`config.mk`:
```
export PLATFORM = sky130hd
export DESIGN_NAME = mux4_rr_arbiter
export DESIGN_NICKNAME = d
export VERILOG_FILES = /design/src/rtl/mux_arb_pkg.sv /design/src/rtl/mux_4_1.sv /design/src/rtl/mux4_rr_arbiter.sv
export SDC_FILE = /design/constraint.sdc
export NUM_CORES = 1
export LEC_CHECK = 0
export BUFFER_PORTS_ARGS = -buffer_cell sky130_fd_sc_hd__buf_2
export CAP_MARGIN = 20
export CORE_MARGIN = 4
export CORE_UTILIZATION = 25
export DETAILED_ROUTE_END_ITERATION = 8
export GPL_ROUTABILITY_DRIVEN = 0
export GPL_TIMING_DRIVEN = 0
export PLACE_DENSITY_LB_ADDON = 0.05
export SLEW_MARGIN = 10
export SYNTH_ARGS = -nofsm -noshare
export SYNTH_HDL_FRONTEND = slang
export SYNTH_HIERARCHICAL = 1
export SYNTH_SLANG_ARGS = --single-unit
export TNS_END_PERCENT = 1
```
`constraint.sdc`:
```
create_clock -name clk -period 3.2 [get_ports clk]
set_input_delay 0.48 -clock clk [delete_from_list [all_inputs] [get_ports clk]]
set_output_delay 0.48 -clock clk [all_outputs]
set_load 0.02 [all_outputs]
```
`src/rtl/mux_arb_pkg.sv`:
```
// Shared types, constants and the round-robin search used by the 4-way lane arbiter.
package mux_arb_pkg;

  localparam int unsigned N_REQ = 4;
  localparam int unsigned SEL_W = 2;

  typedef enum logic [0:0] {
    StIdle  = 1'b0,
    StGrant = 1'b1
  } state_e;

  typedef struct packed {
    logic             found;
    logic [SEL_W-1:0] idx;
  } rr_t;

  // First set bit of req searching ptr+1, ptr+2, ... wrapping; ptr itself is checked last.
  function automatic rr_t next_rr(input logic [N_REQ-1:0] req, input logic [SEL_W-1:0] ptr);
    rr_t              r;
    logic [SEL_W-1:0] c;
    r = '0;
    for (int k = N_REQ; k >= 1; k--) begin
      c = ptr + SEL_W'(k);
      if (req[c]) begin
        r.found = 1'b1;
        r.idx   = c;
      end
    end
    return r;
  endfunction

  function automatic logic [N_REQ-1:0] sel_to_onehot(input logic [SEL_W-1:0] idx);
    return N_REQ'(1) << idx;
  endfunction

endpackage

```
`src/rtl/mux_4_1.sv`:
```
// Plain combinational 4:1 bit multiplexer forming the arbiter's data path.
module mux_4_1 (
  input  logic [3:0] i,
  input  logic [1:0] sel,
  output logic       y
);

  assign y = i[sel];

endmodule

```
`src/rtl/mux4_rr_arbiter.sv`:
```
// Round-robin arbiter sharing one mux_4_1 lane among four requesters, with capped burst lock
// and a valid/ready handshake towards the consumer.
module mux4_rr_arbiter
  import mux_arb_pkg::*;
#(
  parameter int unsigned MAX_HOLD = 4
) (
  input  logic             clk,
  input  logic             rst,
  input  logic [N_REQ-1:0] req,
  input  logic [N_REQ-1:0] lock,
  input  logic [N_REQ-1:0] data_in,
  input  logic             out_ready,
  output logic             out_valid,
  output logic             out_data,
  output logic [SEL_W-1:0] sel,
  output logic [N_REQ-1:0] gnt,
  output logic [N_REQ-1:0] ack
);

  localparam logic [3:0] HoldLast = 4'(MAX_HOLD - 1);

  state_e           state_q, state_d;
  logic [SEL_W-1:0] sel_q, sel_d;
  logic [SEL_W-1:0] ptr_q, ptr_d;
  logic [N_REQ-1:0] gnt_q, gnt_d;
  logic [3:0]       beat_cnt_q, beat_cnt_d;

  logic hs;
  logic mux_y;
  rr_t  pick_any;
  rr_t  pick_other;

  assign out_valid  = (state_q == StGrant);
  assign hs         = out_valid & out_ready;
  assign pick_any   = next_rr(req, ptr_q);
  assign pick_other = next_rr(req & ~gnt_q, ptr_q);

  mux_4_1 u_mux (
    .i   (data_in),
    .sel (sel_q),
    .y   (mux_y)
  );

  assign out_data = mux_y & out_valid;
  assign sel      = sel_q;
  assign gnt      = gnt_q;
  // Reset wins over a pending handshake so no beat is reported as consumed.
  assign ack      = (hs && !rst) ? gnt_q : '0;

  always_comb begin
    state_d    = state_q;
    sel_d      = sel_q;
    ptr_d      = ptr_q;
    gnt_d      = gnt_q;
    beat_cnt_d = beat_cnt_q;

    unique case (state_q)
      StIdle: begin
        if (pick_any.found) begin
          state_d    = StGrant;
          sel_d      = pick_any.idx;
          gnt_d      = sel_to_onehot(pick_any.idx);
          ptr_d      = pick_any.idx;
          beat_cnt_d = '0;
        end
      end

      StGrant: begin
        if (hs) begin
          if (lock[sel_q] && req[sel_q] && (beat_cnt_q < HoldLast)) begin
            beat_cnt_d = beat_cnt_q + 4'd1;
          end else if (pick_other.found) begin
            sel_d      = pick_other.idx;
            gnt_d      = sel_to_onehot(pick_other.idx);
            ptr_d      = pick_other.idx;
            beat_cnt_d = '0;
          end else if (req[sel_q]) begin
            beat_cnt_d = '0;
          end else begin
            state_d    = StIdle;
            gnt_d      = '0;
            beat_cnt_d = '0;
          end
        end else if (!req[sel_q]) begin
          // Abort: ptr keeps the dropped index so it goes to the back of the queue.
          state_d    = StIdle;
          gnt_d      = '0;
          beat_cnt_d = '0;
        end
      end
    endcase
  end

  always_ff @(posedge clk) begin
    if (rst) begin
      state_q    <= StIdle;
      sel_q      <= '0;
      ptr_q      <= SEL_W'(N_REQ - 1);
      gnt_q      <= '0;
      beat_cnt_q <= '0;
    end else begin
      state_q    <= state_d;
      sel_q      <= sel_d;
      ptr_q      <= ptr_d;
      gnt_q      <= gnt_d;
      beat_cnt_q <= beat_cnt_d;
    end
  end

endmodule

```
==> impl_metrics.yaml <==
outcome:
  status: "finished, final reports clean"
cts:
  cts_hold_buffers: 0
  cts_tree: "done"
  clk_latency_ps: 240
  path_clk_slew_ps: 60
  htreeDepth: 1
  cts-resized-gates: 0
  post_cts_buffers: 0
  cts_buffers: 3
  cts_root_buffer: "clkbuf_8"
  clkSinkCount: 13
  clock_path_buffers: 2
synthesis:
  synthAdderAreaFrac_pct: 1.21
  syn_avg_cell_area_um2: 7.92
  yosysSeqAreaShare_pct: 25.1
  yosysUniqueCellTypes: 44
  synth_top_family_by_area: "simple AND/OR/NAND/NOR gates"
  synth-compound-area-share_pct: 29.2
  yosys_register_bits: 13
  synth_xor_area_share_pct: 0
  synth_cells: 131
  yosysTopAreaCell: "dfxtp_1"
  ys_warn_count: 6
  synth_top_area_share_pct: 25.1
  synth-simple-area-share_pct: 34.7
  syn-num-nets: 147
  synth_area_um2: 1040
  synth.area.top_cells: "dfxtp_1 25%, mux4_2 6.5%, nand2b_1 5.4%, nor2_1 5.4%, nand2_1 4.3%"
  synthMuxAreaShare_pct: 6.51
global_routing:
  grt_pass1_wl_um: 4960
  grt_use_total_pct: 12.0
  antenna_found_initial: 0
  grt_start_max_net_pins: 11
  grt_overflow: 0
  first_global_vias: 993
worst_setup_path:
  required_ps: 2720
  crit_fanout: 10
  reg2reg_depth: 6
  worstPathArrival_ps: 1540
  r2r_slack_ps: 1270
  r2r_end: "gnt[2]"
  worstReg2RegStart: "sel[0]"
  crit_path_start_kind: "input port"
  critPathKind: "in -> out"
  worst_setup_path_end_kind: "output pin"
floorplan:
  io_pins: 27
  die_x_um: 72.4
  initial_utilization_pct: 25.9
  rows: 23
  core_area_um2: 4000
  die_area_um2: 5240
  die_y_um: 72.4
min_path:
  hold_path.class: "reg -> reg"
  hold-path-endpoint: "beat_cnt_q[2]"
  hold_path_startpoint: "beat_cnt_q[2]"
  min_path_cells: 1
sta:
  worst_slack_ps: 1180
  relSlewSlack_pct: 65.5
  hold_slack_ps: 455
  setup_viol: 0
  tightest_slew_ps: 518
  rsz0062_at_grt: "no"
  hold_viol_final: 0
  slew_viol_final: 0
  fmax_ghz: 0.496
  min_period_over_period_pct: 63.0
  min_period_ps: 2020
  finalSetupTns_ps: 0
  clock_skew_ps: 5.08
placed_design:
  dp_cells: 204
  portBuffers: 23
  dp_hpwl_um: 2450
  place_ws_ps: 1080
  placed_cell_area_um2: 1210
detailed_routing:
  drtPass1Iterations: 4
  route.vias.total: 1086
  vias_per_cell: 5.22
  drtAntennaViolNets: 0
  drt_iter0_drc: 80
  drc_errors: 0
  wl_um: 3120
  wire_per_inst_um: 15.0
final_layout:
  stdcell_area_um2: 1260
  fillers: 450
  area_delta_synth_final_pct: 21.6
  antennaDiodeCount: 0
  nets: 175
  drive_gt1_share_pct: 24.1
  layout.cells.non_filler: 208
pwr:
  powerDensity_nw_per_um2: 479
  leakagePower_nw: 0.514
  peakVddDrop_mv: 0.239
run:
  maxCapViolCount: 0
-- per-layer routing --
| layer | vias to the layer above | share of wire, % | GRT usage, % |
|---|---|---|---|
| li1 | 550 | - | - |
| met1 | 507 | 48 | 16.0 |
| met2 | 27 | 47 | 20.1 |
| met3 | 2 | 4.3 | 3.46 |
| met4 | 0 | 0.19 | 1.23 |
| met5 | - | 0 | 0 |
-- registers in the layout, indices dropped and copies added (netlist names) --
register    cells
out_valid       1
ptr_q           2
gnt             4
sel             2
beat_cnt_q      4
-- cells in the mapped netlist, drive strengths merged --
master / number
inv: 1
nand3: 4
o31ai: 1
nor4: 2
a21o: 3
a22oi: 1
a221oi: 1
a211oi: 3
mux4: 3
dfxtp: 13
buf: 3
a32oi: 1
or2: 1
ha: 1
o22ai: 3
a32o: 1
a31oi: 1
and2: 4
nor2: 15
nand2: 12
nand4: 1
o2111a: 1
a41o: 1
o21a: 1
nor3: 3
nor2b: 6
o311a: 1
or3: 1
o211ai: 2
a21oi: 5
o21ai: 7
clkbuf: 4
a21boi: 1
o211a: 1
a22o: 1
a211o: 3
nor3b: 6
o221ai: 2
and2b: 1
nand2b: 9
-- cell usage in the layout, fill, tap and decap left out, types with 2 or more instances in the layout --
master / n
a21o_1: 3
o21ai_0: 7
clkbuf_1: 4
nor2_1: 15
nor2b_1: 6
mux4_2: 3
and2_1: 4
a21oi_1: 5
o221ai_1: 2
buf_2: 26
nor3b_1: 5
o211ai_1: 2
nand2_1: 12
dfxtp_1: 13
o22ai_1: 3
nor4_1: 2
clkbuf_8: 3
a211oi_1: 2
a211o_1: 3
nand3_1: 4
nand2b_1: 9
-- worst max-delay path, cell delays in order --
cell and delay (ps):
clkbuf_1 280, clkbuf_1 460, nor3b_1 130, buf_2 180
-- kinds of logic (layout without fill, tap and decap cells) --
logic type	Yosys count	in the layout
AND/OR/NAND/NOR	65	65
AO/OA/AOI/OAI	41	41
flip-flops	13	13
buffers and inverters	8	35
multiplexers	3	3
adder cells (fa/ha/maj)	1	1
-- worst max-delay path by stage --
stage,startpoint,endpoint,slack (ps),cells past startpoint
after floorplan,rst,ack[1],1310,3
after global placement,req[0],gnt[0],1060,7
after detailed placement,req[2],sel[1],1080,7
after CTS,sel[0],out_data,1160,3
after global routing,gnt[0],gnt[0],1010,6
final,rst,ack[1],1180,4
-- metrics by stage --
stage | util (%) | power [W]
6_report | 31.5 | 0.000605
5_1_grt | 31.5 | 0.000651
4_1_cts | 31.5 | 0.000614
2_1_floorplan | - | 0.000389
3_5_place_dp | 30.4 | 0.000465
3_3_place_gp | 30.4 | 0.000466
-- where the power goes --
part	total (W)	internal, W	switching (W)
logic	0.000252	0.000105	0.000147
clock network	0.000144	0.0000859	0.0000582
registers	0.000208	0.000181	0.0000268
-- final cells by class --
cell class | count | area, µm² | area share, %
repair buffers | 23 | 115 | 9.13
clock inverters | 1 | 5.00 | 0.397
inverters | 1 | 3.75 | 0.298
plain buffers | 7 | 30.0 | 2.38
clock buffers | 3 | 41.3 | 3.27
well taps | 50 | 62.6 | 4.96
multi-input cells | 110 | 743 | 58.9
flip-flops and latches | 13 | 260 | 20.6
Power figures use the tool's default switching activity.
